## src/rtl/mac_pkg.sv

```systemverilog
// Shared types and helpers for the Q8.8 MAC layer sequencer.
// Used by mac_seq_ctrl and mac_sat_acc.
package mac_pkg;

    localparam int DW   = 16;
    localparam int FRAC = 8;

    localparam logic [15:0] SAT_MAX = 16'h7FFF;
    localparam logic [15:0] SAT_MIN = 16'h8000;

    typedef enum logic [2:0] {
        IDLE,
        READ,
        ISSUE,
        WAIT,
        ACC,
        WRITE,
        FIN
    } state_t;

    // Signed 16-bit add evaluated at 17 bits, clamped to the Q8.8 range.
    function automatic logic [15:0] sat_add16(input logic [15:0] a, input logic [15:0] b);
        logic [16:0] w_sum;
        w_sum = {a[15], a} + {b[15], b};
        if (w_sum[16:15] == 2'b01) begin
            return SAT_MAX;
        end else if (w_sum[16:15] == 2'b10) begin
            return SAT_MIN;
        end else begin
            return w_sum[15:0];
        end
    endfunction

endpackage

```

## src/rtl/mac_seq_ctrl_if.sv

```systemverilog
// Bus bundle between the layer sequencer and its environment
// (start/status, layer memories, MAC handshake, result buffer).
// master: the sequencer. slave: memories, MAC and host.
interface mac_seq_ctrl_if #(
    parameter int DW  = 16,
    parameter int IAW = 2,
    parameter int WAW = 3,
    parameter int OAW = 1
);
    logic           start;
    logic           busy;
    logic           done;
    logic           mem_rd;
    logic [IAW-1:0] in_addr;
    logic [WAW-1:0] w_addr;
    logic [DW-1:0]  in_data;
    logic [DW-1:0]  w_data;
    logic           mac_start;
    logic [DW-1:0]  mac_in;
    logic [DW-1:0]  weight;
    logic           mac_done;
    logic [DW-1:0]  mac_out;
    logic           res_wr;
    logic [OAW-1:0] res_addr;
    logic [DW-1:0]  res_data;

    modport master (
        input  start, in_data, w_data, mac_done, mac_out,
        output busy, done, mem_rd, in_addr, w_addr, mac_start,
               mac_in, weight, res_wr, res_addr, res_data
    );

    modport slave (
        output start, in_data, w_data, mac_done, mac_out,
        input  busy, done, mem_rd, in_addr, w_addr, mac_start,
               mac_in, weight, res_wr, res_addr, res_data
    );
endinterface

```

## src/rtl/mac_sat_acc.sv

```systemverilog
// Saturating Q8.8 accumulator with synchronous clear and enable.
// Clear wins over enable.
module mac_sat_acc
    import mac_pkg::*;
(
    input  logic          clk,
    input  logic          reset,
    input  logic          i_clr,
    input  logic          i_en,
    input  logic [DW-1:0] i_add,
    output logic [DW-1:0] o_acc
);

    logic [DW-1:0] r_acc;

    // Accumulator register: clear on new neuron, saturating add per term.
    always_ff @(posedge clk or negedge reset) begin
        if (!reset) begin
            r_acc <= '0;
        end else if (i_clr) begin
            r_acc <= '0;
        end else if (i_en) begin
            r_acc <= sat_add16(r_acc, i_add);
        end
    end

    assign o_acc = r_acc;

endmodule

```

## src/rtl/mac_seq_ctrl.sv

```systemverilog
// Layer sequencer: walks N_OUT neurons x N_IN terms, fetches activation and
// weight, runs one MAC handshake per term and accumulates with saturation.
// Optional macro MAC_SEQ_RELU_EN applies ReLU to the written result.
module mac_seq_ctrl #(
    parameter int N_IN  = 4,
    parameter int N_OUT = 2,
    parameter int DW    = 16,
    parameter int IAW   = (N_IN > 1) ? $clog2(N_IN) : 1,
    parameter int WAW   = (N_IN * N_OUT > 1) ? $clog2(N_IN * N_OUT) : 1,
    parameter int OAW   = (N_OUT > 1) ? $clog2(N_OUT) : 1
) (
    input  logic           clk,
    input  logic           reset,
    mac_seq_ctrl_if.master bus
);
    import mac_pkg::*;

    state_t         r_state;
    state_t         w_state_next;
    logic [IAW-1:0] r_i;
    logic [OAW-1:0] r_j;
    logic [WAW-1:0] r_waddr;
    logic [DW-1:0]  r_mac_in;
    logic [DW-1:0]  r_weight;
    logic [DW-1:0]  w_acc;
    logic [DW-1:0]  w_act;
    logic           w_last_term;
    logic           w_last_neuron;
    logic           w_acc_clr;
    logic           w_acc_en;

    assign w_last_term   = (r_i == IAW'(N_IN - 1));
    assign w_last_neuron = (r_j == OAW'(N_OUT - 1));

    // State register.
    always_ff @(posedge clk or negedge reset) begin
        if (!reset) begin
            r_state <= IDLE;
        end else begin
            r_state <= w_state_next;
        end
    end

    // Next-state decode and per-state strobes.
    always_comb begin
        w_state_next  = r_state;
        w_acc_clr     = 1'b0;
        w_acc_en      = 1'b0;
        bus.busy      = 1'b1;
        bus.mem_rd    = 1'b0;
        bus.mac_start = 1'b0;
        bus.res_wr    = 1'b0;
        bus.done      = 1'b0;
        case (r_state)
            IDLE: begin
                bus.busy = 1'b0;
                if (bus.start) begin
                    w_acc_clr    = 1'b1;
                    w_state_next = READ;
                end
            end
            READ: begin
                bus.mem_rd   = 1'b1;
                w_state_next = ISSUE;
            end
            ISSUE: begin
                bus.mac_start = 1'b1;
                w_state_next  = WAIT;
            end
            WAIT: begin
                if (bus.mac_done) begin
                    w_state_next = ACC;
                end
            end
            ACC: begin
                w_acc_en     = 1'b1;
                w_state_next = w_last_term ? WRITE : READ;
            end
            WRITE: begin
                bus.res_wr   = 1'b1;
                w_acc_clr    = 1'b1;
                w_state_next = w_last_neuron ? FIN : READ;
            end
            FIN: begin
                bus.done     = 1'b1;
                w_state_next = IDLE;
            end
            default: begin
                w_state_next = IDLE;
            end
        endcase
    end

    // Term/neuron counters; the weight address runs linearly so it always
    // equals j*N_IN + i without a multiplier.
    always_ff @(posedge clk or negedge reset) begin
        if (!reset) begin
            r_i     <= '0;
            r_j     <= '0;
            r_waddr <= '0;
        end else begin
            case (r_state)
                IDLE: begin
                    if (bus.start) begin
                        r_i     <= '0;
                        r_j     <= '0;
                        r_waddr <= '0;
                    end
                end
                ACC: begin
                    r_waddr <= r_waddr + WAW'(1);
                    if (!w_last_term) begin
                        r_i <= r_i + IAW'(1);
                    end
                end
                WRITE: begin
                    r_i <= '0;
                    if (!w_last_neuron) begin
                        r_j <= r_j + OAW'(1);
                    end
                end
                default: ;
            endcase
        end
    end

    // Operand capture: memory data is valid in ISSUE and held until the next ISSUE.
    always_ff @(posedge clk or negedge reset) begin
        if (!reset) begin
            r_mac_in <= '0;
            r_weight <= '0;
        end else if (r_state == ISSUE) begin
            r_mac_in <= bus.in_data;
            r_weight <= bus.w_data;
        end
    end

    mac_sat_acc u_acc (
        .clk   (clk),
        .reset (reset),
        .i_clr (w_acc_clr),
        .i_en  (w_acc_en),
        .i_add (bus.mac_out),
        .o_acc (w_acc)
    );

`ifdef MAC_SEQ_RELU_EN
    assign w_act = w_acc[DW-1] ? '0 : w_acc;
`else
    assign w_act = w_acc;
`endif

    assign bus.in_addr  = r_i;
    assign bus.w_addr   = r_waddr;
    assign bus.res_addr = r_j;
    assign bus.mac_in   = r_mac_in;
    assign bus.weight   = r_weight;
    assign bus.res_data = bus.res_wr ? w_act : '0;

endmodule

```

## src/flat_wrapper.sv

```systemverilog
// flat-port wrapper written by rule: the top's interface ports become plain ports
module mac_seq_ctrl_flat import mac_pkg::*;
#(
    parameter int N_IN  = 4,
    parameter int N_OUT = 2,
    parameter int DW    = 16,
    parameter int IAW   = (N_IN > 1) ? $clog2(N_IN) : 1,
    parameter int WAW   = (N_IN * N_OUT > 1) ? $clog2(N_IN * N_OUT) : 1,
    parameter int OAW   = (N_OUT > 1) ? $clog2(N_OUT) : 1
)
  (clk, reset, bus_start, bus_in_data, bus_w_data, bus_mac_done, bus_mac_out, bus_busy, bus_done, bus_mem_rd, bus_in_addr, bus_w_addr, bus_mac_start, bus_mac_in, bus_weight, bus_res_wr, bus_res_addr, bus_res_data);
  mac_seq_ctrl_if #(.DW(DW), .IAW(IAW), .WAW(WAW), .OAW(OAW)) bus_i ();
  input  logic clk;
  input  logic reset;
  input wire logic [$bits(bus_i.start)-1:0] bus_start;
  input wire logic [$bits(bus_i.in_data)-1:0] bus_in_data;
  input wire logic [$bits(bus_i.w_data)-1:0] bus_w_data;
  input wire logic [$bits(bus_i.mac_done)-1:0] bus_mac_done;
  input wire logic [$bits(bus_i.mac_out)-1:0] bus_mac_out;
  output wire logic [$bits(bus_i.busy)-1:0] bus_busy;
  output wire logic [$bits(bus_i.done)-1:0] bus_done;
  output wire logic [$bits(bus_i.mem_rd)-1:0] bus_mem_rd;
  output wire logic [$bits(bus_i.in_addr)-1:0] bus_in_addr;
  output wire logic [$bits(bus_i.w_addr)-1:0] bus_w_addr;
  output wire logic [$bits(bus_i.mac_start)-1:0] bus_mac_start;
  output wire logic [$bits(bus_i.mac_in)-1:0] bus_mac_in;
  output wire logic [$bits(bus_i.weight)-1:0] bus_weight;
  output wire logic [$bits(bus_i.res_wr)-1:0] bus_res_wr;
  output wire logic [$bits(bus_i.res_addr)-1:0] bus_res_addr;
  output wire logic [$bits(bus_i.res_data)-1:0] bus_res_data;
  assign bus_i.start = bus_start;
  assign bus_i.in_data = bus_in_data;
  assign bus_i.w_data = bus_w_data;
  assign bus_i.mac_done = bus_mac_done;
  assign bus_i.mac_out = bus_mac_out;
  assign bus_busy = bus_i.busy;
  assign bus_done = bus_i.done;
  assign bus_mem_rd = bus_i.mem_rd;
  assign bus_in_addr = bus_i.in_addr;
  assign bus_w_addr = bus_i.w_addr;
  assign bus_mac_start = bus_i.mac_start;
  assign bus_mac_in = bus_i.mac_in;
  assign bus_weight = bus_i.weight;
  assign bus_res_wr = bus_i.res_wr;
  assign bus_res_addr = bus_i.res_addr;
  assign bus_res_data = bus_i.res_data;
  mac_seq_ctrl #(.N_IN(N_IN), .N_OUT(N_OUT), .DW(DW), .IAW(IAW), .WAW(WAW), .OAW(OAW)) u_core (.clk(clk), .reset(reset), .bus(bus_i));
endmodule
```

## config.mk

```make
export PLATFORM = sky130hd
export DESIGN_NAME = mac_seq_ctrl_flat
export DESIGN_NICKNAME = d
export VERILOG_FILES = /design/src/rtl/mac_pkg.sv /design/src/rtl/mac_seq_ctrl_if.sv /design/src/rtl/mac_sat_acc.sv /design/src/rtl/mac_seq_ctrl.sv /design/src/flat_wrapper.sv
export SDC_FILE = /design/constraint.sdc
export NUM_CORES = 1
export LEC_CHECK = 0
export BUFFER_PORTS_ARGS = -buffer_cell sky130_fd_sc_hd__buf_2
export CAP_MARGIN = 20
export CORE_ASPECT_RATIO = 2
export CORE_MARGIN = 2
export CORE_UTILIZATION = 55
export DETAILED_ROUTE_END_ITERATION = 8
export GPL_TIMING_DRIVEN = 0
export PLACE_DENSITY = 0.92
export SETUP_SLACK_MARGIN = 0.05
export SKIP_CTS_REPAIR_TIMING = 1
export SYNTH_ARGS = -nofsm -noshare
export SYNTH_HDL_FRONTEND = slang
export SYNTH_SLANG_ARGS = --single-unit
```

## constraint.sdc

```tcl
create_clock -name clk -period 4.1 [get_ports clk]
set_clock_uncertainty 0.1 [all_clocks]
set_input_delay 0.82 -clock clk [delete_from_list [all_inputs] [get_ports clk]]
set_output_delay 0.82 -clock clk [all_outputs]
set_load 0.03 [all_outputs]
```

Word-level counts from Yosys, hierarchy flattened
Cells that the tools add are included.
{ "totals": {"reg_bits": 57, "latchBits": 0, "mem_bits_rw": 0, "mem_bits_ro": 0, "inputBits": 52, "out_inout_bits": 59, "word_cells": 58, "n_memories": 0} }
{ "op_classes": {"n_addsub": 4, "multipliers": 0, "div": 0, "order_cmp": 0, "eq_ne": 12, "shift": 0, "mux": 26, "n_bitwise": 0, "reduce_logical": 9} }
{ "ops": {"columns": ["op", "count"], "rows": [
  ["16-bit two-way mux", 5],
  ["3-bit one-hot mux with 6 select lines", 1],
  ["16-bit by 16-bit adder with 17-bit output", 1],
  ["3-bit two-way mux", 5],
  ["3-bit equality test (second input constant)", 3],
  ["1-bit two-way mux", 9],
  ["3-bit by 2-bit equality test with 1-bit output (second input constant)", 2],
  ["2-bit != test (second input constant)", 3],
  ["2-bit one-hot mux with 3 select lines", 1],
  ["3-bit one-hot mux with 2 select lines", 1],
  ["2-bit AND reduction", 3],
  ["2-bit nonzero test", 3],
  ["2-bit equality test (second input constant)", 2],
  ["2-bit two-way mux", 2],
  ["1-bit one-hot mux with 2 select lines", 2],
  ["3-bit by 1-bit adder with 3-bit output (second input constant)", 1],
  ["3-bit by 1-bit equality test with 1-bit output (second input constant)", 1],
  ["3-bit logical NOT", 1],
  ["3-bit AND reduction", 1],
  ["3-bit nonzero test", 1],
  ["2-bit by 1-bit adder with 2-bit output (second input constant)", 1],
  ["2-bit by 1-bit equality test with 1-bit output (second input constant)", 1],
  ["1-bit adder (second input constant)", 1]
]} }

Depth between registers and ports, before layout
Gate-level depths: netlist of run 1.
{ "logic_depth": {"word_depth": 6, "ltp_mapped": 11, "ltp_nobuf": 10} }

Modules after synthesis
Synthesis of run 1 repeated with hierarchy kept, for this count alone.
{ "hier_totals": {"cells_unflattened": 349, "area_unflattened_um2": 3527.1} }
{ "modules_own_cells": {"columns": ["mod", "instances", "cells_per_inst", "area_per_inst_um2", "seq_area_each_um2"], "rows": [
  ["mac_seq_ctrl", 1, 138, 1805.5, 1026.0],
  ["mac_sat_acc", 1, 211, 1721.7, 400.4]
]} }

Least setup slack after synthesis of run 1
OpenSTA, ideal clock, no wires.
{ "synth_timing": {"path_kind": "in2reg", "start": "input port bus_mac_out[0]", "end": "register u_core.u_acc.r_acc[10], in the netlist u_core.u_acc.o_acc[10]", "setup_ps": 80, "arrival_ps": 2742, "required_ps": 3920, "setup_slack_ps": 1177, "path_stages": 11, "n_path_buf": 1, "cell_sequence": "ha_1 inv_1 fa_1 nor2b_1 o31a_1 o211ai_2 o211ai_1 nor3b_2 o21ai_4 buf_12 o211ai_2"} }
{ "synth_between": {"elab_chain_cells": 6, "word_cells_on_any_way": 7, "classes_between": "add/sub (1); eq/ne (2); mux (4)"} }
{ "synth_rtl": {"columns": ["element", "line_no", "rtl"], "rows": [
  ["from (decl)", "flat_wrapper.sv:19", "input wire logic [$bits(bus_i.mac_out)-1:0] bus_mac_out;"],
  ["16-bit by 16-bit adder with 17-bit output *", "mac_pkg.sv:24", "w_sum = {a[15], a} + {b[15], b};"],
  ["2-bit equality test", "mac_pkg.sv:27", "end else if (w_sum[16:15] == 2'b10) begin"],
  ["16-bit two-way mux", "mac_pkg.sv:27", null],
  ["16-bit two-way mux *", "mac_pkg.sv:25", "if (w_sum[16:15] == 2'b01) begin"],
  ["16-bit two-way mux *", "mac_sat_acc.sv:22", "end else if (i_en) begin"],
  ["16-bit two-way mux *", "mac_sat_acc.sv:20", "end else if (i_clr) begin"],
  ["to (signal assigned)", "mac_sat_acc.sv:23", "r_acc <= sat_add16(r_acc, i_add);"],
  ["to (decl)", "mac_sat_acc.sv:14", "logic [DW-1:0] r_acc;"]
]} }
Every way passes the cells marked *; elsewhere a longest branch is shown, timed or not. The select of a mux whose other input is x is not followed.
A chain may end at the register's enable or synchronous reset.

Worst setup path after layout of run 1
{ "layout_timing": {"start": "register u_core.r_state[0]", "end": "output port bus_mac_start"} }
{ "layout_between": {"elab_chain_cells": 2} }
{ "layout_rtl": {"columns": ["element", "line_no", "rtl"], "rows": [
  ["from (decl)", "mac_seq_ctrl.sv:18", "state_t r_state;"],
  ["from (signal assigned)", "mac_seq_ctrl.sv:40", "r_state <= w_state_next;"],
  ["3-bit by 2-bit equality test with 1-bit output", "mac_seq_ctrl.sv:54", "case (r_state)"],
  ["1-bit two-way mux", "mac_seq_ctrl.sv:54", null],
  ["to (decl)", "flat_wrapper.sv:25", "output wire logic [$bits(bus_i.mac_start)-1:0] bus_mac_start;"]
]} }
Every way passes these cells.

==> flow_summary.toml, run 1 <==
[power_and_ir_drop]
ir_drop_uv = 704
p_int_mw = 2.12
p_clk_share_pct = 19.5
p_leak_nw = 2.15
p_seq_share_pct = 26.4
p_sw_mw = 1.77
pwr-share-comb_pct = 54.1
switching_share_pct = 45.4
powerDensity_nw_per_um2 = 900
fin_total_pwr_mw = 3.89

[global_routing]
grt_pass1_vias = 3293
track_usage_pct = 30.8
grt_max_degree = 43
grt_pass1_wl_um = 15300
antenna_found_initial = 0
grt_overflow_total = 0

[route]
wirelength_um = 9720
routed_via_density = 6.01
num_vias = 2987
firstDrtPassIters = 4
ant_nets = 0
first_iter_violations = 103
route.detailed.drc = 0
wire_per_inst_um = 19.5

[timing]
fin_crit_ps = 3090
setup_viol = 0
fin_hold_ws_ps = 311
fmax_ghz = 0.324
relSlewSlack_pct = 37.0
fin_setup_tns_ps = 0
drv_slew = 0
finalCritPeriodShare_pct = 75.3
hold_viol = 0
rsz0062_at_grt = "no"
tightest_slew_ps = 921

[logic_synthesis]
synth_enable_flop_cells = 0
yosysUniqueCellTypes = 54
yosys.area.top_type_share_pct = 42.3
async_flop_share_pct = 100
avgSynthCellArea_um2 = 11.0
synth_seq_cells = 57
yosys_most_used_dff = "dfrtp_1"
yosysSeqAreaShare_pct = 42.3
yosys.area.top_type = "dfrtp_1"
yosysWarnings = 0
syn_inst = 307
netlist_area_um2 = 3370
yosys-top-cells-area = "dfrtp_1, mux2_2, ha_1"
syn-num-nets = 378

[die]
initial_core_util_pct = 56.6
io_pins = 111
die_h_um = 115
core-area_um2 = 5960
die-area_um2 = 6810
rows = 40
die_w_um = 59.4

[setup_path]
r2r_setup_slack_ps = 1230
crit_arrival_ps = 2170
reg2regPathDepth = 11
path_cells = "clkbuf_1, nor2_1, clkbuf_1, buf_2"
worstSetupPathType = "register to output pin"
startpoint_type = "register"
r2r_end = "u_core.u_acc.o_acc[10]"
critPathBufInv = 3
cpMostUsedCell = "clkbuf_1"
r2r-start = "u_core.u_acc.o_acc[0]"
slowest_stage = "clkbuf_1"
max_stage_delay_ps = 480
critPathMaxFanout = 10
end_kind = "output pin"
crit_family = "buffers and inverters"
required_ps = 3180

[clock_tree]
tritoncts.num_buffers = 9
tritoncts = "built"
path_clk_slew_ps = 50
cts_num_sinks = 57
ctsHtreeMaxLevel = 3
root_buffer = "clkbuf_16"
clock_path_buffers = 2
insertion_delay_ps = 340

[finish]
layout_common_cells = "buf_2, dfrtp_1, mux2_2"
instances_no_fill = 497
antennaDiodeCount = 0
syn2layout_area_growth_pct = 28.1
final_common_cell = "buf_2"
fin_area_um2 = 4320
finalNetCount = 500
drive_gt1_share_pct = 43.5
n_fill_cell = 384

[placement]
gp_congestion = 0.934
placed_area_um2 = 4020
placed_cells = 481
port-buffer-count = 110
place_hpwl_um = 6890

[job]
maxCapViolations = 0

[outcome]
status = "completed"

[worst_hold_path]
hold_path.class = "input port to async pin"
registers in the layout, indices dropped and copies added (netlist names):
register             flops
u_core.bus.mac_in       16
u_core.bus.weight       16
u_core.u_acc.o_acc      16
u_core.bus.w_addr        3
u_core.r_state           3
u_core.bus.in_addr       2
u_core.bus.res_addr      1
layer usage:
layer	routed length, um	vias to the layer above	track usage [%]	share of wire, %
met5	0	-	0	0
met4	493	0	20.6	5.1
met3	685	46	8.10	7.1
met2	5490	147	55.0	57
met1	3050	1437	29.2	31
li1	-	1357	-	-
through the flow:
step           setup slack (ps)  utilization [%]
6_report                   1010             72.5
5_1_grt                     860             72.5
4_1_cts                    1040             72.5
3_5_place_dp                785             67.5
3_3_place_gp                842             67.2
2_1_floorplan              1180                -
cell usage after synthesis (8+ instances only):
master     n
dfrtp_1   57
mux2_2    32
nand2_1   26
ha_1      18
and2_1    17
a21oi_1   15
o211ai_2  12
o21ai_0   12
nor2_1    10
xor2_1     9
clkbuf_1   8
inv_1      8
power by group through the flow:
stage	Combinational, mW	Sequential [mW]	Clock (mW)
after floorplan	1.19	1.35	0
after detailed placement	2.06	1.01	0
after global placement	1.98	0.992	0
after global routing	2.26	1.05	0.776
final	2.10	1.03	0.760
after CTS	2.10	1.02	0.758
worst max-delay path by stage:
| stage | start | to | slack, ps | depth (start not counted) |
|---|---|---|---|---|
| 2_1_floorplan | bus_mac_out[0] | u_core.u_acc.o_acc[10] | 1180 | 11 |
| 3_3_place_gp | bus_mac_out[0] | u_core.u_acc.o_acc[12] | 840 | 12 |
| 3_5_place_dp | bus_mac_out[0] | u_core.u_acc.o_acc[10] | 790 | 12 |
| 4_1_cts | u_core.r_state[0] | bus_mac_start | 1040 | 4 |
| 5_1_grt | u_core.r_state[0] | bus_mac_start | 860 | 4 |
| 6_report | u_core.r_state[0] | bus_mac_start | 1010 | 4 |
final cells by class:
cell class	count	area (um2)	share of cell area, %
sequential	57	1430	33.0
buffer	11	70.1	1.62
tap	63	78.8	1.82
clock inverter	5	55.1	1.27
inverter	8	30.0	0.695
clock buffer	11	243	5.62
timing repair buffer	111	571	13.2
multi-input combinational	231	1850	42.7
kinds of logic after synthesis:
logic type	share of synthesized area, %
compound gates	19.4
xor+xnor	3.38
fa+ha+maj	7.27
buf+inv	2.97
flops	42.3
mux	11.0
simple gates	13.8
No activity file was read; power rests on OpenSTA's default activity.
==> inputs of run 2 (changes only) <==
--- a/config.mk
+++ b/config.mk
@@ -5,14 +5,15 @@
 export SDC_FILE = /design/constraint.sdc
 export NUM_CORES = 1
 export LEC_CHECK = 0
+export ABC_AREA = 1
 export BUFFER_PORTS_ARGS = -buffer_cell sky130_fd_sc_hd__buf_2
 export CAP_MARGIN = 20
 export CORE_ASPECT_RATIO = 2
 export CORE_MARGIN = 2
-export CORE_UTILIZATION = 55
+export CORE_UTILIZATION = 47
 export DETAILED_ROUTE_END_ITERATION = 8
 export GPL_TIMING_DRIVEN = 0
-export PLACE_DENSITY = 0.92
+export PLACE_DENSITY = 0.83
 export SETUP_SLACK_MARGIN = 0.05
 export SKIP_CTS_REPAIR_TIMING = 1
 export SYNTH_ARGS = -nofsm -noshare
==> constraint.sdc (replaced) <==
create_clock -name clk -period 2.6 [get_ports clk]
set_clock_uncertainty 0.1 [all_clocks]
set_input_delay 0.52 -clock clk [delete_from_list [all_inputs] [get_ports clk]]
set_output_delay 0.52 -clock clk [all_outputs]
set_load 0.03 [all_outputs]
==> flow_summary.toml, run 2 <==
[outcome]
status = "completed"

[timing]
finalCritPeriodShare_pct = 94.5
relSlewSlack_pct = 68.8
rsz0062_at_grt = "no"
fin_setup_tns_ps = 0
hold_viol = 0
drv_slew = 0
setup_viol = 0
fmax_ghz = 0.407
tightest_slew_ps = 467
fin_crit_ps = 2460

[route]
ant_nets = 0
num_vias = 3440
first_iter_violations = 189
wirelength_um = 8370
wire_per_inst_um = 11.9
routed_via_density = 4.89
firstDrtPassIters = 4
route.detailed.drc = 0

[logic_synthesis]
syn-num-nets = 554
netlist_area_um2 = 3580
async_flop_share_pct = 100
syn_inst = 483
yosys-top-cells-area = "dfrtp_1, nand2_1, ha_1"
synth_common_cells = "nand2_1, dfrtp_1, inv_1"
yosys.area.top_type = "dfrtp_1"
yosysWarnings = 0
yosys_most_used_dff = "dfrtp_1"
avgSynthCellArea_um2 = 7.41
yosysMostFrequentCell = "nand2_1"
synth_seq_cells = 57
yosysUniqueCellTypes = 36
yosysSeqAreaShare_pct = 39.8
yosys.area.top_type_share_pct = 39.8
synth_enable_flop_cells = 0

[setup_path]
path_cells = "inv_2, nand2_1, nor2_2, inv_1, buf_2, buf_2, nor2_1, clkbuf_4"
max_stage_delay_ps = 390
crit_family = "buffers and inverters"
critPathBufInv = 5
startpoint_type = "register"
crit_arrival_ps = 1840
required_ps = 1980
slowest_stage = "dfrtp_1"
cpMostUsedCell = "buf_2"
critPathMaxFanout = 10
end_kind = "output pin"
worstSetupPathType = "register to output pin"

[job]
maxCapViolations = 0

[power_and_ir_drop]
powerDensity_nw_per_um2 = 1230
p_sw_mw = 2.62
p_clk_share_pct = 21.6
pwr-share-comb_pct = 51.9
fin_total_pwr_mw = 5.66
p_int_mw = 3.04
p_seq_share_pct = 26.6
ir_drop_uv = 652
switching_share_pct = 46.3
p_leak_nw = 2.69

[finish]
final_common_cell = "nand2_1"
drive_gt1_share_pct = 29.6
layout_common_cells = "nand2_1, buf_2, dfrtp_1"
instances_no_fill = 703
syn2layout_area_growth_pct = 28.3
n_fill_cell = 667
finalNetCount = 676
antennaDiodeCount = 0

[global_routing]
antenna_found_initial = 0
track_usage_pct = 21.1
grt_pass1_vias = 3202
grt_max_degree = 39
grt_pass1_wl_um = 13900
grt_overflow_total = 0

[clock_tree]
root_buffer = "clkbuf_16"
tritoncts.num_buffers = 9
clock_path_buffers = 2
ctsHtreeMaxLevel = 3
path_clk_slew_ps = 50
cts_num_sinks = 57
insertion_delay_ps = 320
tritoncts = "built"

[placement]
placed_cells = 688
gp_congestion = 0.913
port-buffer-count = 110
place_hpwl_um = 6550

[die]
initial_core_util_pct = 47.8
die_w_um = 65.7
die_h_um = 127
rows = 45
die-area_um2 = 8380
io_pins = 111
core-area_um2 = 7490

[worst_hold_path]
hold_path.class = "input port to async pin"
[run 2: logic make-up (layout without fill, tap and decap cells)]
| group | after synthesis | in the layout | share of synthesized area (%) |
|---|---|---|---|
| buffers and inverters | 73 | 199 | 8.46 |
| flip-flops | 57 | 57 | 39.8 |
| XOR/XNOR | 8 | 8 | 1.96 |
| AND/OR/NAND/NOR | 297 | 297 | 37.8 |
| AO/OA/AOI/OAI | 29 | 29 | 5.07 |
| adder cells (fa/ha/maj) | 19 | 19 | 6.85 |
[run 2: worst reg2reg max path, stage by stage (launching register included)]
cell     delay, ps
dfrtp_1        360
ha_1           180
inv_1           50
fa_1           420
o21ai_1        220
nand3_1        120
nand2_2        130
nand2_2         80
nand2_2         70
nand2_1         60
nand2_2         70
nand2_2         80
buf_6          170
nand3_2         70
nand3_2         60
[run 2: through the flow]
stage	hold slack (ps)	utilization (%)	cell area, um2	setup slack, ps
CTS	54.6	61.2	4580	20.0
global route	92.2	61.3	4590	50.0
floorplan	124	-	3580	241
finish	51.3	61.3	4590	142
global placement	350	56.7	4250	35.8
detailed placement	354	57.0	4270	3.47
[run 2: cell type report]
| class | instances | area (um2) | area share (%) |
|---|---|---|---|
| tap | 94 | 118 | 2.56 |
| sequential | 57 | 1430 | 31.1 |
| clock buffer | 12 | 246 | 5.37 |
| multi-input combinational | 353 | 1860 | 40.5 |
| timing repair buffer | 111 | 573 | 12.5 |
| inverter | 60 | 225 | 4.90 |
| clock inverter | 3 | 65.1 | 1.42 |
| buffer | 13 | 80.1 | 1.74 |
[run 2: worst paths after layout]
kind	start	end	slack, ps	depth (start not counted)
worst max-delay path	u_core.r_state[1]	bus_res_data[5]	140	8
worst min-delay path	reset	u_core.bus.mac_in[14]	50	1
worst max register to register	u_core.u_acc.o_acc[0]	u_core.u_acc.o_acc[13]	240	14
worst min register to register	u_core.bus.mac_in[1]	u_core.bus.mac_in[1]	360	2
max in group asynchronous	reset	u_core.r_state[2]	1770	2
min in group clk	bus_w_data[6]	u_core.bus.weight[6]	300	3
[run 2: power groups by stage]
stage	combinational [mW]	clock, mW	sequential, mW
floorplan	1.64	0	2.02
global placement	2.86	0	1.49
detailed placement	2.93	0	1.51
CTS	2.95	1.25	1.49
global route	3.26	1.28	1.55
finish	2.93	1.22	1.50
[run 2: metal layers]
metal	up-vias	track usage, %	share of wire [%]
met5	-	0	0
met4	0	8.82	1.9
met3	14	4.84	6.6
met2	117	33.6	47
met1	1550	27.1	44
li1	1759	-	-
==> inputs of run 3 (changes only) <==
--- a/config.mk
+++ b/config.mk
@@ -10,10 +10,10 @@
 export CAP_MARGIN = 20
 export CORE_ASPECT_RATIO = 2
 export CORE_MARGIN = 2
-export CORE_UTILIZATION = 47
+export CORE_UTILIZATION = 52
 export DETAILED_ROUTE_END_ITERATION = 8
 export GPL_TIMING_DRIVEN = 0
-export PLACE_DENSITY = 0.83
+export PLACE_DENSITY = 0.87
 export SETUP_SLACK_MARGIN = 0.05
 export SKIP_CTS_REPAIR_TIMING = 1
 export SYNTH_ARGS = -nofsm -noshare
==> constraint.sdc (replaced) <==
create_clock -name clk -period 2.8 [get_ports clk]
set_clock_uncertainty 0.1 [all_clocks]
set_input_delay 0.56 -clock clk [delete_from_list [all_inputs] [get_ports clk]]
set_output_delay 0.56 -clock clk [all_outputs]
set_load 0.03 [all_outputs]
==> flow_summary.toml, run 3 (synthesis results as in run 2) <==
[power_and_ir_drop]
p_seq_share_pct = 26.7
p_int_mw = 2.73
powerDensity_nw_per_um2 = 1150
pwr-share-comb_pct = 52.6
p_clk_share_pct = 20.6
ir_drop_uv = 931
switching_share_pct = 48.0
p_leak_nw = 2.67
p_sw_mw = 2.52

[clock_tree]
cts_num_sinks = 57
ctsHtreeMaxLevel = 3
insertion_delay_ps = 320
tritoncts.num_buffers = 9
tritoncts = "built"
root_buffer = "clkbuf_16"
path_clk_slew_ps = 50
clock_path_buffers = 2

[global_routing]
antenna_found_initial = 0
grt_pass1_vias = 3481
grt_overflow_total = 0
grt_pass1_wl_um = 15100
track_usage_pct = 25.6
grt_max_degree = 42

[route]
first_iter_violations = 155
route.met3.wl_um = 635
num_vias = 3518
routed.top_layer = "met4"
routed_via_density = 5.05
route.met2.wl_um = 5160
firstDrtPassIters = 4
wire_per_inst_um = 13.4
wirelength_um = 9310
route.detailed.drc = 0
wl_met1_um = 3280
ant_nets = 0

[setup_path]
r2r-start = "u_core.u_acc.o_acc[10]"
worstSetupPathType = "register to output pin"
startpoint_type = "register"
r2r_setup_slack_ps = 350
end_kind = "output pin"
r2r_end = "u_core.u_acc.o_acc[11]"
required_ps = 2140
reg2regPathDepth = 11
crit_arrival_ps = 1880
critPathMaxFanout = 10

[die]
die-area_um2 = 7610
die_w_um = 62.7
initial_core_util_pct = 54.1
die_h_um = 121
rows = 42
io_pins = 111
core-area_um2 = 6620

[timing]
fin_crit_ps = 2540
setup_viol = 0
finalCritPeriodShare_pct = 90.8
fin_setup_tns_ps = 0
hold_viol = 0
tightest_slew_ps = 544
fin_ws_ps = 258
drv_slew = 0
fin_hold_ws_ps = 73.6
fmax_ghz = 0.393
relSlewSlack_pct = 63.5
rsz0062_at_grt = "no"

[placement]
gp_congestion = 0.943
place_hpwl_um = 7270
port-buffer-count = 110
pre_cts_ws_ps = 146

[finish]
drive_gt1_share_pct = 29.2
syn2layout_area_growth_pct = 27.2
antennaDiodeCount = 0
finalNetCount = 675
final_common_cell = "nand2_1"
layout_common_cells = "nand2_1, buf_2, dfrtp_1"

[worst_hold_path]
hold_path.class = "input port to async pin"

[job]
maxCapViolations = 0

[outcome]
status = "completed"
run 3: power groups by stage:
| stage | Clock, mW | Sequential, mW | Combinational (mW) |
|---|---|---|---|
| 5_1_grt | 1.13 | 1.45 | 3.04 |
| 4_1_cts | 1.10 | 1.40 | 2.78 |
| 3_5_place_dp | 0 | 1.40 | 2.77 |
| 2_1_floorplan | 0 | 1.88 | 1.52 |
| 6_report | 1.08 | 1.40 | 2.76 |
| 3_3_place_gp | 0 | 1.39 | 2.68 |
run 3: worst max path at each step:
stage,cells past startpoint,start,endpoint,slack [ps]
2_1_floorplan,7,u_core.r_state[1],bus_res_data[10],400
3_3_place_gp,15,bus_mac_out[0],u_core.u_acc.o_acc[9],190
3_5_place_dp,15,bus_mac_out[0],u_core.u_acc.o_acc[9],150
4_1_cts,7,u_core.r_state[2],bus_res_data[12],110
5_1_grt,3,u_core.r_state[0],bus_mac_start,110
6_report,3,u_core.r_state[2],bus_mac_start,260
run 3: per-layer routing:
metal  global-route usage [%]  vias up
li1                         -     1749
met1                     24.9     1610
met2                     48.5      139
met3                     6.59       20
met4                     12.9        0
met5                        0        -
run 3: per-stage QoR:
| stage | instance area, um2 | total power, mW | std cells | util [%] |
|---|---|---|---|---|
| 2_1_floorplan | 3580 | 3.40 | 483 | - |
| 3_3_place_gp | 4240 | 4.07 | 681 | 64.1 |
| 3_5_place_dp | 4260 | 4.16 | 682 | 64.4 |
| 4_1_cts | 4560 | 5.28 | 698 | 68.9 |
| 5_1_grt | 4560 | 5.62 | 697 | 68.8 |
| 6_report | 4560 | 5.25 | 697 | 68.8 |
run 3: final cells by class:
| class | instances | area [um2] |
|---|---|---|
| buffer | 12 | 73.8 |
| multi-input combinational | 353 | 1850 |
| inverter | 60 | 225 |
| clock inverter | 5 | 55.1 |
| sequential | 57 | 1430 |
| fill | 579 | 2070 |
| clock buffer | 11 | 243 |
| timing repair buffer | 111 | 571 |
| tap | 88 | 110 |
run 3: critical path: stages (launching register included):
cell and delay (ps):
dfrtp_1 440, nor3_2 490, clkbuf_1 360, buf_2 270
